===== src/rtl/snake_pkg.sv =====
// Shared constants for the snake renderer: geometry, RGB565 colours and the
// game-state encoding used by the snake game logic.
package snake_pkg;
  localparam int MAX_LEN = 14;
  localparam int BLOCK_W = 20;
  localparam int SIDE_W  = 20;
  localparam int H_DISP  = 640;
  localparam int V_DISP  = 480;

  localparam logic [15:0] COL_HEAD = 16'hFFE0;
  localparam logic [15:0] COL_BODY = 16'h07E0;
  localparam logic [15:0] COL_FOOD = 16'hF800;
  localparam logic [15:0] COL_WALL = 16'h7BEF;
  localparam logic [15:0] COL_GRID = 16'h2104;
  localparam logic [15:0] COL_DEAD = 16'h8410;
  localparam logic [15:0] COL_BG   = 16'h0000;

  localparam logic [9:0] RST_HEAD_XY = 10'd100;
  localparam logic [9:0] RST_FOOD_XY = 10'd200;

  typedef enum logic [1:0] {
    ST_IDLE = 2'd0,
    ST_RUN  = 2'd1,
    ST_DIE  = 2'd2
  } snake_state_e;
endpackage


===== src/rtl/snake_block_hit.sv =====
// Square block hit test; 11-bit compares so bx+BLOCK_W never wraps.
module snake_block_hit #(
  parameter int BLOCK_W = snake_pkg::BLOCK_W
) (
  input  logic       en_i,
  input  logic [9:0] bx_i,
  input  logic [9:0] by_i,
  input  logic [9:0] px_i,
  input  logic [9:0] py_i,
  output logic       hit_o
);
  logic [10:0] px, py, bx, by;

  assign px = {1'b0, px_i};
  assign py = {1'b0, py_i};
  assign bx = {1'b0, bx_i};
  assign by = {1'b0, by_i};

  assign hit_o = en_i && (px >= bx) && (px < bx + 11'(BLOCK_W))
                      && (py >= by) && (py < by + 11'(BLOCK_W));
endmodule


===== src/rtl/snake_render.sv =====
// Two-stage snake/food/wall pixel renderer working from a per-frame shadow copy.
// Optional background grid enabled by defining SNAKE_RENDER_GRID_EN.
module snake_render import snake_pkg::*; #(
  parameter int MAX_LEN = snake_pkg::MAX_LEN,
  parameter int BLOCK_W = snake_pkg::BLOCK_W,
  parameter int SIDE_W  = snake_pkg::SIDE_W,
  parameter int H_DISP  = snake_pkg::H_DISP,
  parameter int V_DISP  = snake_pkg::V_DISP
) (
  input  logic                  vga_clk,
  input  logic                  sys_rst_n,
  input  logic                  frame_start,
  input  logic                  pix_valid,
  input  logic [9:0]            pix_x,
  input  logic [9:0]            pix_y,
  input  logic [MAX_LEN*10-1:0] snake_x_flat,
  input  logic [MAX_LEN*10-1:0] snake_y_flat,
  input  logic [12:0]           snake_cur_len,
  input  logic [9:0]            food_x,
  input  logic [9:0]            food_y,
  input  logic                  die,
  output logic                  pix_de,
  output logic [15:0]           pix_data
);
  localparam int LW     = $clog2(MAX_LEN + 1);
  localparam int STAGES = 2;

  logic [MAX_LEN-1:0][9:0] sx_q, sy_q;
  logic [LW-1:0]           len_q, len_d;
  logic [9:0]              fx_q, fy_q;
  logic                    die_q;

  logic [MAX_LEN-1:0] seg_hit, seg_hit_q;
  logic               food_hit, food_q, wall_hit, wall_q, die1_q, grid_hit, grid_q;
  logic [STAGES:1]    vld_pipe;
  logic [15:0]        col_d, data_q;

  always_comb begin
    len_d = snake_cur_len[LW-1:0];
    if (snake_cur_len == 13'd0)               len_d = LW'(1);
    else if (snake_cur_len > 13'(MAX_LEN))    len_d = LW'(MAX_LEN);
  end

  // Shadow copy: game state only changes under the renderer at frame_start.
  always_ff @(posedge vga_clk or negedge sys_rst_n) begin
    if (!sys_rst_n) begin
      sx_q    <= '0;
      sy_q    <= '0;
      sx_q[0] <= RST_HEAD_XY;
      sy_q[0] <= RST_HEAD_XY;
      len_q   <= LW'(1);
      fx_q    <= RST_FOOD_XY;
      fy_q    <= RST_FOOD_XY;
      die_q   <= 1'b0;
    end else if (frame_start) begin
      sx_q  <= snake_x_flat;
      sy_q  <= snake_y_flat;
      len_q <= len_d;
      fx_q  <= food_x;
      fy_q  <= food_y;
      die_q <= die;
    end
  end

  for (genvar i = 0; i < MAX_LEN; i++) begin : g_seg
    snake_block_hit #(.BLOCK_W(BLOCK_W)) u_hit (
      .en_i (len_q > LW'(i)),
      .bx_i (sx_q[i]),
      .by_i (sy_q[i]),
      .px_i (pix_x),
      .py_i (pix_y),
      .hit_o(seg_hit[i])
    );
  end

  snake_block_hit #(.BLOCK_W(BLOCK_W)) u_food (
    .en_i (!die_q),
    .bx_i (fx_q),
    .by_i (fy_q),
    .px_i (pix_x),
    .py_i (pix_y),
    .hit_o(food_hit)
  );

  assign wall_hit = ({1'b0, pix_x} <  11'(SIDE_W))          ||
                    ({1'b0, pix_x} >= 11'(H_DISP - SIDE_W)) ||
                    ({1'b0, pix_y} <  11'(SIDE_W))          ||
                    ({1'b0, pix_y} >= 11'(V_DISP - SIDE_W));

`ifdef SNAKE_RENDER_GRID_EN
  localparam int GW = $clog2(BLOCK_W);
  logic [GW-1:0] gx_q, gy_q, gx_cur, gy_cur;

  // Running cell offsets; assume a raster scan (x increments, rows advance at x==0).
  always_comb begin
    if (pix_x == 10'(SIDE_W))               gx_cur = '0;
    else if (gx_q == GW'(BLOCK_W - 1))      gx_cur = '0;
    else                                    gx_cur = gx_q + GW'(1);
    gy_cur = gy_q;
    if (pix_y == 10'(SIDE_W))               gy_cur = '0;
    else if (pix_x == 10'd0)                gy_cur = (gy_q == GW'(BLOCK_W - 1)) ? '0 : gy_q + GW'(1);
  end

  always_ff @(posedge vga_clk or negedge sys_rst_n) begin
    if (!sys_rst_n) begin
      gx_q <= '0;
      gy_q <= '0;
    end else if (pix_valid) begin
      gx_q <= gx_cur;
      gy_q <= gy_cur;
    end
  end

  assign grid_hit = !wall_hit && (gx_cur == '0 || gy_cur == '0);
`else
  assign grid_hit = 1'b0;
`endif

  // Stage 1 also carries die so in-flight pixels keep their pre-snapshot colour.
  always_ff @(posedge vga_clk or negedge sys_rst_n) begin
    if (!sys_rst_n) begin
      seg_hit_q <= '0;
      food_q    <= 1'b0;
      wall_q    <= 1'b0;
      grid_q    <= 1'b0;
      die1_q    <= 1'b0;
      vld_pipe  <= '0;
      data_q    <= COL_BG;
    end else begin
      seg_hit_q <= seg_hit;
      food_q    <= food_hit;
      wall_q    <= wall_hit;
      grid_q    <= grid_hit;
      die1_q    <= die_q;
      vld_pipe  <= {vld_pipe[STAGES-1:1], pix_valid};
      data_q    <= col_d;
    end
  end

  always_comb begin
    col_d = COL_BG;
    if (!vld_pipe[1])               col_d = COL_BG;
    else if (seg_hit_q[0])          col_d = die1_q ? COL_DEAD : COL_HEAD;
    else if (|seg_hit_q[MAX_LEN-1:1]) col_d = die1_q ? COL_DEAD : COL_BODY;
    else if (food_q)                col_d = COL_FOOD;
    else if (wall_q)                col_d = COL_WALL;
    else if (grid_q)                col_d = COL_GRID;
  end

  assign pix_de   = vld_pipe[STAGES];
  assign pix_data = data_q;
endmodule


===== config.mk =====
export PLATFORM = sky130hd
export DESIGN_NAME = snake_render
export DESIGN_NICKNAME = d
export VERILOG_FILES = /design/src/rtl/snake_pkg.sv /design/src/rtl/snake_block_hit.sv /design/src/rtl/snake_render.sv
export SDC_FILE = /design/constraint.sdc
export NUM_CORES = 1
export LEC_CHECK = 0
export CELL_PAD_IN_SITES_DETAIL_PLACEMENT = 1
export CELL_PAD_IN_SITES_GLOBAL_PLACEMENT = 1
export CORE_ASPECT_RATIO = 0.75
export CORE_MARGIN = 4
export CORE_UTILIZATION = 39
export DETAILED_ROUTE_END_ITERATION = 7
export PLACE_DENSITY = 0.88
export SYNTH_ARGS = -nofsm -noshare
export SYNTH_HDL_FRONTEND = slang
export SYNTH_SLANG_ARGS = --single-unit

===== constraint.sdc =====
create_clock -name vga_clk -period 2.25 [get_ports vga_clk]
set_clock_uncertainty 0.1 [all_clocks]
set_input_delay 0.225 -clock vga_clk [delete_from_list [all_inputs] [get_ports vga_clk]]
set_output_delay 0.225 -clock vga_clk [all_outputs]
set_load 0.02 [all_outputs]

## Word-level counts from Yosys, hierarchy flattened

Cells that the tools add are included.
W data, S select, Z words.

| word-level totals | value |
|---|---|
| bits in registers | 340 |
| bits of input ports | 338 |
| output and inout port bits | 17 |
| logic and storage cells | 222 |

| cells by class | value |
|---|---|
| add/subtract/negate cells | 30 |
| $lt $le $gt $ge | 79 |
| muxes and demuxes | 9 |
| reduce and logical (&&, ||, !) cells | 66 |

Operators by type and width:

| operator | count |
|---|---|
| $add A10 B5 Y11 const B | 30 |
| $lt A10 B11 Y1 | 30 |
| $ge A10 B10 Y1 | 30 |
| $mux W16 | 5 |
| $logic_and A1 B1 Y1 | 60 |
| $mux W15 | 2 |
| $gt A4 B4 Y1 const B | 6 |
| $lt A10 B5 Y1 const B | 2 |
| $gt A4 B3 Y1 const B | 4 |
| $gt A13 B4 Y1 const B | 1 |
| $logic_not A13 Y1 | 1 |
| $reduce_or A13 Y1 | 1 |
| $ge A10 B10 Y1 const B | 1 |
| $ge A10 B9 Y1 const B | 1 |
| $gt A4 B1 Y1 const B | 2 |
| $gt A4 B2 Y1 const B | 2 |
| $mux W4 | 2 |
| $logic_or A1 B1 Y1 | 3 |
| $logic_not A1 Y1 | 1 |

## Depth between registers and ports, before layout

Gate-level depths: netlist of the first run.

| depth | value |
|---|---|
| word-level depth | 5 |
| depth in mapped cells | 10 |
| depth with buffers taken out | 10 |

## By module

From an unflattened synthesis of the first run, not the netlist that was laid out.

| second synthesis, totals | value |
|---|---|
| cells, all modules | 2796 |
| area, all modules | 28574.9 um^2 |

By module, submodules not included:

| module | times used | cells an instance | area an instance (um^2) | sequential area each (um^2) |
|---|---|---|---|---|
| snake_render | 1 | 746 | 12309.3 | 8274.2 |
| snake_block_hit (g_seg[0].u_hit ...) | 8 | 139 | 1087.3 | 0.0 |
| snake_block_hit (g_seg[3].u_hit ...) | 7 | 134 | 1081.0 | 0.0 |

## Worst setup path before layout of the first run

No wires, ideal clock.

| path | value |
|---|---|
| path type | register -> register |
| from | register sx_q[52] (netlist name) |
| to | register seg_hit_q[5] |
| library setup time | 0.111 ns |
| arrival | 2.168 ns |
| required time | 2.039 ns |
| slack | -0.130 ns |
| cell stages (with the launch flop) | 11 |
| buffers on the path | 0 |
| clock period less this slack | 2.380 ns |
| cell sequence | dfrtp_1 -> ha_1 -> o21bai_1 -> xnor2_1 -> ha_1 -> o211ai_1 -> or3_1 -> a21oi_1 -> a2111oi_2 -> o22ai_1 -> a2111oi_2 |

| between the ends | value |
|---|---|
| word-level cells in the longest chain between the ends | 5 |
| elaborated cells on any way between the ends | 7 |
| those cells by class | 1 x add/sub; 2 x order compare; 4 x reduce/logical |

Ends and longest elaborated chain:

| item | line | RTL |
|---|---|---|
| start: declaration | snake_render.sv:28 | `logic [MAX_LEN-1:0][9:0] sx_q, sy_q;` |
| start signal: assignment | snake_render.sv:56 | `sx_q <= snake_x_flat;` |
| $add A10 B5 Y11 / $ge A10 B10 Y1 (equally long branches) | snake_block_hit.sv:19 | `assign hit_o = en_i && (px >= bx) && (px < bx + 11'(BLOCK_W))` |
| $lt A10 B11 Y1 / $logic_and A1 B1 Y1 (equally long branches) | snake_block_hit.sv:19 |  |
| $logic_and A1 B1 Y1 (*) | snake_block_hit.sv:19 |  |
| $logic_and A1 B1 Y1 (*) (2 in series) | snake_block_hit.sv:20 | `&& (py >= by) && (py < by + 11'(BLOCK_W));` |
| named net g_seg[5].u_hit.hit_o | snake_block_hit.sv:10 | `output logic hit_o` |
| end signal: assignment | snake_render.sv:130 | `seg_hit_q <= seg_hit;` |
| end: declaration | snake_render.sv:33 | `logic [MAX_LEN-1:0] seg_hit, seg_hit_q;` |

The timed path passes the listed nets; every way through them passes the cells marked *.
A chain may end at the register's enable or synchronous reset.

## Worst setup path in the final report of the first run

| path | value |
|---|---|
| from | register sy_q[23] (netlist name) |
| to | register seg_hit_q[2] |

| between the ends | value |
|---|---|
| word-level cells in the longest chain between the ends | 3 |
| elaborated cells on any way between the ends | 5 |
| those cells by class | 1 x add/sub; 2 x order compare; 2 x reduce/logical |

Ends and longest elaborated chain:

| item | line | RTL |
|---|---|---|
| start: declaration | snake_render.sv:28 |  |
| start signal: assignment | snake_render.sv:57 | `sy_q <= snake_y_flat;` |
| $add A10 B5 Y11 / $ge A10 B10 Y1 (equally long branches) | snake_block_hit.sv:20 |  |
| $lt A10 B11 Y1 / $logic_and A1 B1 Y1 (equally long branches) | snake_block_hit.sv:20 |  |
| $logic_and A1 B1 Y1 (*) | snake_block_hit.sv:20 |  |
| named net g_seg[2].u_hit.hit_o | snake_block_hit.sv:10 |  |

Marked as above.

==> run metrics, run 1 <==
outcome finished with violations; failing checks setup timing; final hold violation count 0; switching share of power 0.364; Clk pwr share 0.318; Clock Pin Slew Worst Setup and Hold Paths roughly 0.070 ns; post-layout utilization of the core 0.545; TritonCTS clock tree built; post-synth cell types 62; Overflow after GRT 0; Max Freq roughly 0.29 GHz; summed instance area of the synthesized netlist between 20000 and 30000 um^2; shortest clock period the worst path allows after layout 3.48 ns; setup TNS -3.78 ns; core area 68900 um^2; Clock Sink Count 330; number of synthesis warnings 0; clock insertion delay at the later pin of the skew report between 0.5 and 0.6 ns; Rel. slew slack 0.364; highest-count cells in the layout ignoring fill and taps ha_1 (545), nand2_1 (339), clkdlybuf4s50_1 (334); number of antenna violations at the first check in global routing 8; die height about 240 um; number of placed I/O pins approximately 360; die extent in x 313 um; number of cells traversed by the worst register-to-register path 10; hold worst-path end vld_pipe[1]$_DFF_PN0_; capture point of the worst reg-to-reg path seg_hit_q[2]$_DFF_PN0_; main flop type after synthesis dfrtp_1; CP startpoint kind flip-flop; leakage dissipation roughly 17 nW; highest fanout seen on the critical path 2; commonest non-fill, non-tap cell in the layout ha_1; drt first-iter violations between 2k and 2.5k; main area contributors after synthesis dfrtp_1 (29%), ha_1 (26%), o21ai_0 (5.6%), xnor2_1 (4.8%), nand2_1 (4.7%); data arrival time of the worst path just under 4 ns; IO Port Bufs about 350; First-pass DRT Iterations 7; portion of synthesized cell area occupied by the leading cell type 0.291; unrepaired setup endpoints after global routing yes; mean instance size in the synthesized netlist 8.86 um^2; worst slack after detailed placement -1.14 ns; CTS HTree Levels 2; Clk Tree Root Cell clkbuf_16; via/cell ratio a little under 6; routed vias 28.0k; number of global-route vias before repair between 20k and 30k; maximum ir drop on the vdd rail between 0.4 and 0.5 mV; class of the most critical hold timing path input port to flip-flop; required time reported for the critical path endpoint roughly 2.6 ns; WL final approximately 120 mm; worst-margin pin slew 0.946 ns; final routed wire length divided by cell count 25.8 um; maximum root-to-sink buffer count 3; first-pass GRT wire length roughly 170 mm; Crit Path Class flip-flop to flip-flop; count of state elements after synthesis between 300 and 400; slack of the worst reg-to-reg path -1.23 ns; max incr delay on CP about 0.77 ns; sort of element at the end of the critical path flip-flop; number of stages on the worst hold path 1; count of pins over their slew limit 0; clock buffers created by TritonCTS a little over 40; cell chain of the critical path buf_4 -> a21oi_4 -> nor3_4 -> xnor2_1 -> ha_1 -> nor3_1 -> nor2_1 -> o221ai_2 -> o41ai_4 -> nor4_2; NumNets Final roughly 4.7k; total routing usage reported by global routing 0.293; share of synthesized flip-flops with an asynchronous set or reset 1.00; net count after synthesis about 4.0k; critical-path cell with the highest stage delay nor3_1; number of cells produced by synthesis 3076; area overhead of the layout relative to synthesis 37.7%; pin count of the biggest net entering global routing 74; count of flip-flops with a built-in enable after synthesis 0; worst setup margin -1.23 ns; post-detailed-route count of antenna-violating nets 0; die area 74200 um^2; share of the yosys chip area belonging to registers 0.304; NetSw 0.00860 W; startpoint of the lowest-slack register-to-register path sy_q[23]$_DFFE_PN0P_; sequential share of power 0.301; setup violation total in the final timing report 14; power density cells about 630 nW/um^2; RD Place Congestion around 0.94; starting density of the core 0.396; Comb power frac 0.381; max-cap violations 0; Internal Pwr Total roughly 0.015 W; count of unresolved DRC violations after routing 0; Hold WS 0.0150 ns; number of core rows 83; share of the clock period used by the worst path 1.55; largest area contributor in the netlist dfrtp_1; share of layout cells above drive strength 1 0.182; HPWL Detailed 84.3 mm; launch instance of the worst min-delay path pix_valid
cells by family after synthesis:
family,after synthesis,synth area share
XOR/XNOR,180,0.0578
buffers and inverters,401,0.0567
adder cells (fa/ha/maj),570,0.262
multiplexers,33,0.0136
AO/OA/AOI/OAI,858,0.189
AND/OR/NAND/NOR,704,0.118
flip-flops,330,0.304
cells in the mapped netlist (10+ instances only):
cell         n
nor2b_1     40
nand3_1     58
o32ai_1     11
a2111oi_0   14
nand4_1     26
dfrtp_1    317
o211ai_1    18
nand2_1    339
xnor2_1    150
nor2_1      89
o311ai_1    12
a31oi_1     12
inv_1      317
o22ai_1     13
nor4_1      20
a211oi_1    25
dfstp_2     13
a21oi_1    179
o21ai_1    104
nand2b_1    38
o21ai_0    303
o2111ai_1   43
nor3_1      70
o21a_1      26
a21o_1      33
clkbuf_1    63
ha_1       570
xor2_1      30
mux2_2      28
buf_4       10
per-layer routing:
layer / routed length, um / GRT usage / up-vias
li1: - / - / 12317
met1: 49000 / 0.380 / 13716
met2: 54300 / 0.470 / 1417
met3: 11100 / 0.0725 / 521
met4: 7150 / 0.118 / 6
met5: 47 / 0 / -
power groups by stage:
stage               clock [W]  combinational (W)  sequential [W]
global route          0.00789            0.00970         0.00715
detailed placement          0            0.00771         0.00706
CTS                   0.00759            0.00810         0.00701
finish                0.00752            0.00900         0.00710
floorplan                   0            0.00413         0.00698
global placement            0            0.00715         0.00701
critical path, delay by kind of cell, from the launching register on:
family	cells	cell delay, ns
simple gates	4	1.43
fa+ha+maj	1	0.32
xor+xnor	1	0.14
compound gates	3	0.77
flops	1	0.43
buf+inv	1	0.18
repair_timing:
item	CTS	global route
hold buffers	2	0
endpoints found under the hold margin	342	0
pin swaps	65	76
resized for setup	133	133
buffers inserted	15	16
endpoints found under the setup margin	15	15
per-stage QoR:
step / instance area, um^2 / instances / total power [W]
after floorplan: 27300 / 3076 / 0.0111
after global placement: 34400 / 4611 / 0.0142
after detailed placement: 34400 / 4611 / 0.0148
after CTS: 36600 / 4699 / 0.0227
after global routing: 37500 / 4713 / 0.0247
final: 37500 / 4717 / 0.0236
cell type report:
type	instances	area (um^2)
Antenna cell	4	10.0
Clock buffer	55	1180
Clock inverter	20	293
Fill cell	7755	31300
Inverter	324	1220
Multi-Input combinational cell	2345	18800
Sequential cell	330	8300
Tap cell	935	1170
Timing Repair Buffer	704	6520
worst max-delay path by stage:
stage	from	to	slack (ns)	cells after the start
floorplan	sy_q[92]$_DFFE_PN0P_	seg_hit_q[9]$_DFF_PN0_	0.03	10
finish	sy_q[23]$_DFFE_PN0P_	seg_hit_q[2]$_DFF_PN0_	-1.23	10
CTS	sx_q[53]$_DFFE_PN0P_	seg_hit_q[5]$_DFF_PN0_	-0.39	10
global placement	pix_y[0]	seg_hit_q[7]$_DFF_PN0_	-1.17	10
detailed placement	pix_y[0]	seg_hit_q[7]$_DFF_PN0_	-1.14	10
global route	sy_q[23]$_DFFE_PN0P_	seg_hit_q[2]$_DFF_PN0_	-1.18	10
state kept, by name, summed over array words and instances (netlist names), 2 cells and up:
| name | cells |
|---|---|
| len_q | 4 |
| pix_data | 6 |
| seg_hit_q | 14 |
| sy_q | 140 |
| fx_q | 10 |
| vld_pipe | 2 |
| sx_q | 140 |
| fy_q | 10 |
(Power assumes the default switching activity.)
==> inputs of run 2 (changes only) <==
- CELL_PAD_IN_SITES_DETAIL_PLACEMENT: 1 -> not set
- CELL_PAD_IN_SITES_GLOBAL_PLACEMENT: 1 -> not set
- CORE_MARGIN: 4 -> not set
- CORE_UTILIZATION: 39 -> 52
- PLACE_DENSITY: 0.88 -> 0.89
==> run 2 against run 1 <==
The flow still finishes with violations (setup timing). Sequential share of layout area rose by 0.65 points. Utilization rose by 16 points. Setup slack improved by 0.77 ns. Total power fell by 9.1%. Register-to-register slack improved by 0.77 ns. Critical endpoint is now seg_hit_q[6]$_DFF_PN0_. Largest power group unchanged. Highest routed layer unchanged.
==> run metrics, run 2 (synthesis results as in run 1) <==
outcome finished with violations; max-cap violations 0; count of pins over their slew limit 0; number of global-route vias before repair 26.2k; setup TNS -1.73 ns; clock buffers created by TritonCTS 38; buffering stage count on the worst path with inverters included 0; required time reported for the critical path endpoint roughly 2.6 ns; data arrival time of the worst path 3.07 ns; setup violation total in the final timing report 11; Clock Sink Count 330; worst-margin pin slew 0.615 ns; CTS HTree Levels 2; class of the most critical hold timing path input port to asynchronous set/reset pin; pin count of the biggest net entering global routing 82; Clk Tree Root Cell clkbuf_16; unrepaired setup endpoints after global routing yes; share of layout cells above drive strength 1 0.169; drt first-iter violations roughly 2.3k; Crit path max-delay family compound AO/OA/AOI/OAI gates; commonest non-fill, non-tap cell in the layout ha_1; WL met1 38.8 mm; max incr delay on CP roughly 0.45 ns; Clock Pin Slew Worst Setup and Hold Paths 0.06 ns; Largest regs sx_q (140), sy_q (140), seg_hit_q (14); highest-count cells in the layout ignoring fill and taps ha_1 (547), nand2_1 (339), clkdlybuf4s50_1 (336); CP startpoint kind flip-flop; core area between 50000 and 60000 um^2; post-detailed-route count of antenna-violating nets 0; starting density of the core 0.528; maximum root-to-sink buffer count 3; total routing usage reported by global routing 0.327; die area ~53000 um^2; HPWL Detailed around 67 mm; number of antenna violations at the first check in global routing 5; Max Freq between 0.3 and 0.4 GHz; share of the clock period used by the worst path 1.20; critical-path cell with the highest stage delay dfrtp_2; final hold violation count 0; leakage dissipation around 17 nW; worst setup margin -0.460 ns; WL final approximately 90 mm; IO Port Bufs between 300 and 400; maximum ir drop on the vdd rail 0.586 mV; final routed wire length divided by cell count about 20 um; die height approximately 200 um; sort of element at the end of the critical path flip-flop; highest routed layer met5; clock insertion delay at the later pin of the skew report approximately 0.57 ns; highest fanout seen on the critical path 3; detailed route wirelength on metal3 a little under 9 mm; area overhead of the layout relative to synthesis 33.6%; NumNets Final 4653; most frequent CP cell a2111oi_4; number of core rows 72; via/cell ratio 5.87; failing checks setup timing; first-pass GRT wire length between 100 and 150 mm; number of placed I/O pins between 300 and 400; First-pass DRT Iterations 6; Overflow after GRT 0; die extent in x about 270 um; count of unresolved DRC violations after routing 0; Rel. slew slack 0.585; Crit Path Class flip-flop to flip-flop; met2 wirelength from detailed routing roughly 39 mm; TritonCTS clock tree built; cell chain of the critical path ha_4 -> o21ai_2 -> xnor2_1 -> ha_2 -> o211ai_1 -> or3_1 -> a21oi_2 -> a2111oi_4 -> o22ai_4 -> a2111oi_4; power density cells between 500 and 600 nW/um^2; shortest clock period the worst path allows after layout 2.71 ns; post-layout utilization of the core 0.705; RD Place Congestion approximately 0.95; routed vias ~26k
==> run 2: stage by stage <==
step | area, um^2 | hold slack [ns] | cells | setup slack [ns] | power (W)
finish | 36400 | 0.0859 | 4481 | -0.460 | 0.0215
global placement | 34000 | 0.0861 | 4381 | -0.553 | 0.0140
detailed placement | 34000 | 0.0943 | 4381 | -0.587 | 0.0143
CTS | 35900 | 0.0794 | 4468 | -0.335 | 0.0210
global route | 36400 | 0.122 | 4480 | -0.593 | 0.0226
floorplan | 27300 | -0.171 | 3076 | 0.0250 | 0.0111
==> run 2: timing repair <==
item | in CTS | in global routing
setup buffers | 17 | 11
hold buffers | 3 | 0
endpoints found under the setup margin | 18 | 15
pin swaps | 42 | 62
endpoints found under the hold margin | 346 | 0
resized for setup | 97 | 92
==> run 2: worst paths after layout <==
check,startpoint,end,slack [ns],depth (start not counted)
min in group vga_clk,food_y[6],fy_q[6]$_DFFE_PN1P_,0.10,3
max reg2reg,sx_q[63]$_DFFE_PN0P_,seg_hit_q[6]$_DFF_PN0_,-0.46,10
max,sx_q[63]$_DFFE_PN0P_,seg_hit_q[6]$_DFF_PN0_,-0.46,10
max in group asynchronous,sys_rst_n,len_q[0]$_DFFE_PN1P_,1.15,3
min,sys_rst_n,sy_q[77]$_DFFE_PN0P_,0.09,2
min reg2reg,die_q$_DFFE_PN0P_,die1_q$_DFF_PN0_,0.35,0
==> run 2: power by group <==
| part | switching, W | internal, W |
|---|---|---|
| Sequential | 0.000508 | 0.00651 |
| Clock | 0.00276 | 0.00368 |
| Combinational | 0.00422 | 0.00380 |
==> run 2: cell type report <==
cell class                 instances  area (um^2)
timing repair buffer             706         6380
antenna                            3         7.51
inverter                         324         1220
multi-input combinational       2345        18400
sequential                       330         8290
clock buffer                      57         1160
fill                            3615        15200
clock inverter                    13         96.3
tap                              703          880
==> run 2: per-layer routing <==
metal / global-route usage / vias up
met2: 0.495 / 1184
met1: 0.452 / 12572
met3: 0.0731 / 258
met5: 0 / -
li1: - / 12295
met4: 0.129 / 6
==> run 2: worst reg2reg max path, cell delays in order, from the launching register on <==
cell and delay (ns):
dfrtp_2 0.45, ha_4 0.20, o21ai_2 0.15, xnor2_1 0.18
ha_2 0.33, o211ai_1 0.18, or3_1 0.15, a21oi_2 0.05
a2111oi_4 0.40, o22ai_4 0.19, a2111oi_4 0.22
==> inputs of run 3 (changes only) <==
- SETUP_SLACK_MARGIN: not set -> 0.3
==> run 3 against run 2 <==
The flow still finishes with violations (setup timing). Register-to-register slack better by 0.20 ns. Critical path depth is 1 lower. Setup slack better by 0.20 ns. Largest cell class unchanged.
==> run metrics, run 3 (synthesis results as in run 1) <==
outcome finished with violations; failing checks setup timing; Crit path max-delay family compound AO/OA/AOI/OAI gates; area of placed instances approximately 34000 um^2; pin count of the biggest net entering global routing 74; CP startpoint kind flip-flop; max incr delay on CP 0.50 ns; area overhead of the layout relative to synthesis 33.2%; hold worst-path end vld_pipe[1]$_DFF_PN0_; final non-filler cell total ~4.4k; starting density of the core 0.528; highest fanout seen on the critical path 3; shortest clock period the worst path allows after layout approximately 2.5 ns; most frequent CP cell o21a_1; Overflow after GRT 0; count of pins over their slew limit 0; worst setup margin -0.256 ns; number of cells traversed by the worst register-to-register path 9; final design instance area without fill approximately 36000 um^2; critical-path cell with the highest stage delay dfrtp_1; Largest regs sx_q (140), sy_q (140), seg_hit_q (14); RD Place Congestion 0.936; cell count along the critical path 9; setup TNS -1.55 ns; number of placed I/O pins 355; required time reported for the critical path endpoint 2.60 ns; Clk Tree Root Cell clkbuf_16; data arrival time of the worst path about 2.9 ns; Crit Path Class flip-flop to flip-flop; HPWL Detailed about 66 mm; CTS HTree Levels 2; share of layout cells above drive strength 1 0.165; worst slack after detailed placement -0.573 ns; final routed wire length divided by cell count approximately 20 um; final hold violation count 0; clock buffers created by TritonCTS 37; number of cells after detailed placement 4326; post-detailed-route count of antenna-violating nets 0; worst-margin pin slew roughly 0.63 ns; number of core rows a little over 70; First-pass DRT Iterations 8; Clock Pin Slew Worst Setup and Hold Paths about 0.060 ns; Rel. slew slack 0.580; first-pass GRT wire length between 100 and 150 mm; buffering stage count on the worst path with inverters included 1; drt first-iter violations around 2.4k; startpoint of the lowest-slack register-to-register path fy_q[5]$_DFFE_PN0P_; capture point of the worst reg-to-reg path food_q$_DFF_PN0_; number of antenna violations at the first check in global routing 6; launch instance of the worst min-delay path pix_valid; setup violation total in the final timing report 11; core area about 52000 um^2; clock insertion delay at the later pin of the skew report between 0.5 and 0.6 ns; die height roughly 200 um; IO Port Bufs approximately 350; total routing usage reported by global routing 0.324; count of unresolved DRC violations after routing 0; Clock Sink Count 330; sort of element at the end of the critical path flip-flop; cell chain of the critical path inv_1 -> nor3_4 -> xnor2_1 -> ha_1 -> o21a_1 -> o21a_1 -> o32ai_1 -> o21bai_1 -> nor4_1; total power ~0.021 W; maximum ir drop on the vdd rail between 0.5 and 0.6 mV; WL final around 90 mm; unrepaired setup endpoints after global routing yes; highest-count cells in the layout ignoring fill and taps ha_1 (547), nand2_1 (339), clkdlybuf4s50_1 (334); TritonCTS clock tree built; maximum root-to-sink buffer count 3; number of stages on the worst hold path 1; via/cell ratio roughly 5.9; NumNets Final between 4k and 5k; class of the most critical hold timing path input port to flip-flop; die area approximately 53000 um^2; leakage dissipation roughly 17 nW; commonest non-fill, non-tap cell in the layout ha_1; max-cap violations 0; share of the clock period used by the worst path 1.11; number of global-route vias before repair around 26k; slack of the worst reg-to-reg path -0.26 ns; Max Freq approximately 0.4 GHz; power density cells between 500 and 600 nW/um^2; die extent in x 266 um; routed vias ~26k
-- run 3: cell types whose count changed in the layout (fill, tap and decap cells not counted), moves of 5 or more --
cell,delta
buf_4,-33
dfrtp_2,+5
ha_4,+8
dfrtp_1,-5
o21ai_1,+6
o21ai_2,-8
ha_2,-8
a21oi_1,-5
-- run 3: worst max path at each step --
stage                               from                endpoint  slack [ns]
finish               fy_q[5]$_DFFE_PN0P_        food_q$_DFF_PN0_       -0.26
global route        sx_q[62]$_DFFE_PN0P_  seg_hit_q[6]$_DFF_PN0_       -0.32
CTS                 sx_q[53]$_DFFE_PN0P_  seg_hit_q[5]$_DFF_PN0_       -0.22
detailed placement              pix_y[0]  seg_hit_q[0]$_DFF_PN0_       -0.57
global placement                pix_y[0]  seg_hit_q[2]$_DFF_PN0_       -0.55
floorplan           sx_q[52]$_DFFE_PN0P_  seg_hit_q[5]$_DFF_PN0_        0.07
-- run 3: layout make-up --
type,instances,area [um^2]
multi-input combinational,2345,18500
fill,3541,15300
sequential,330,8290
timing repair buffer,672,6150
inverter,324,1220
clock buffer,46,1000
tap,703,880
clock inverter,21,240
antenna,4,10.0
-- run 3: report_power, final --
group / switching, W / total, W / internal [W] / leakage [nW]
clock network: 0.00271 / 0.00645 / 0.00374 / 0.621
registers: 0.000528 / 0.00704 / 0.00651 / 3.97
logic: 0.00416 / 0.00791 / 0.00375 / 12.3
-- run 3: through the flow --
stage	util	hold slack (ns)
3_5_place_dp	0.656	0.0837
3_3_place_gp	0.656	0.0811
4_1_cts	0.690	0.0280
5_1_grt	0.703	0.0387
2_1_floorplan	-	-0.171
6_report	0.703	0.0411
-- run 3: routing by layer --
metal	wire length (um)	track usage	vias to the layer above
li1	-	-	12232
met1	36800	0.419	12501
met4	4370	0.142	6
met5	38	0	-
met3	7730	0.0615	298
met2	41300	0.528	1214
-- run 3: worst reg2reg max path: cells and delay by family, from the launching register on --
family          cells  cell delay, ns
compound gates      4            0.72
flops               1            0.50
simple gates        2            0.52
xor+xnor            1            0.16
fa+ha+maj           1            0.25
buf+inv             1            0.14
-- run 3: timing repair --
action                                  CTS  global route
pin swaps                                53            58
hold buffers                              2             0
resized for setup                        66            88
buffers inserted                         20            26
endpoints found under the setup margin   21            18
hold endpoints to repair                341             0
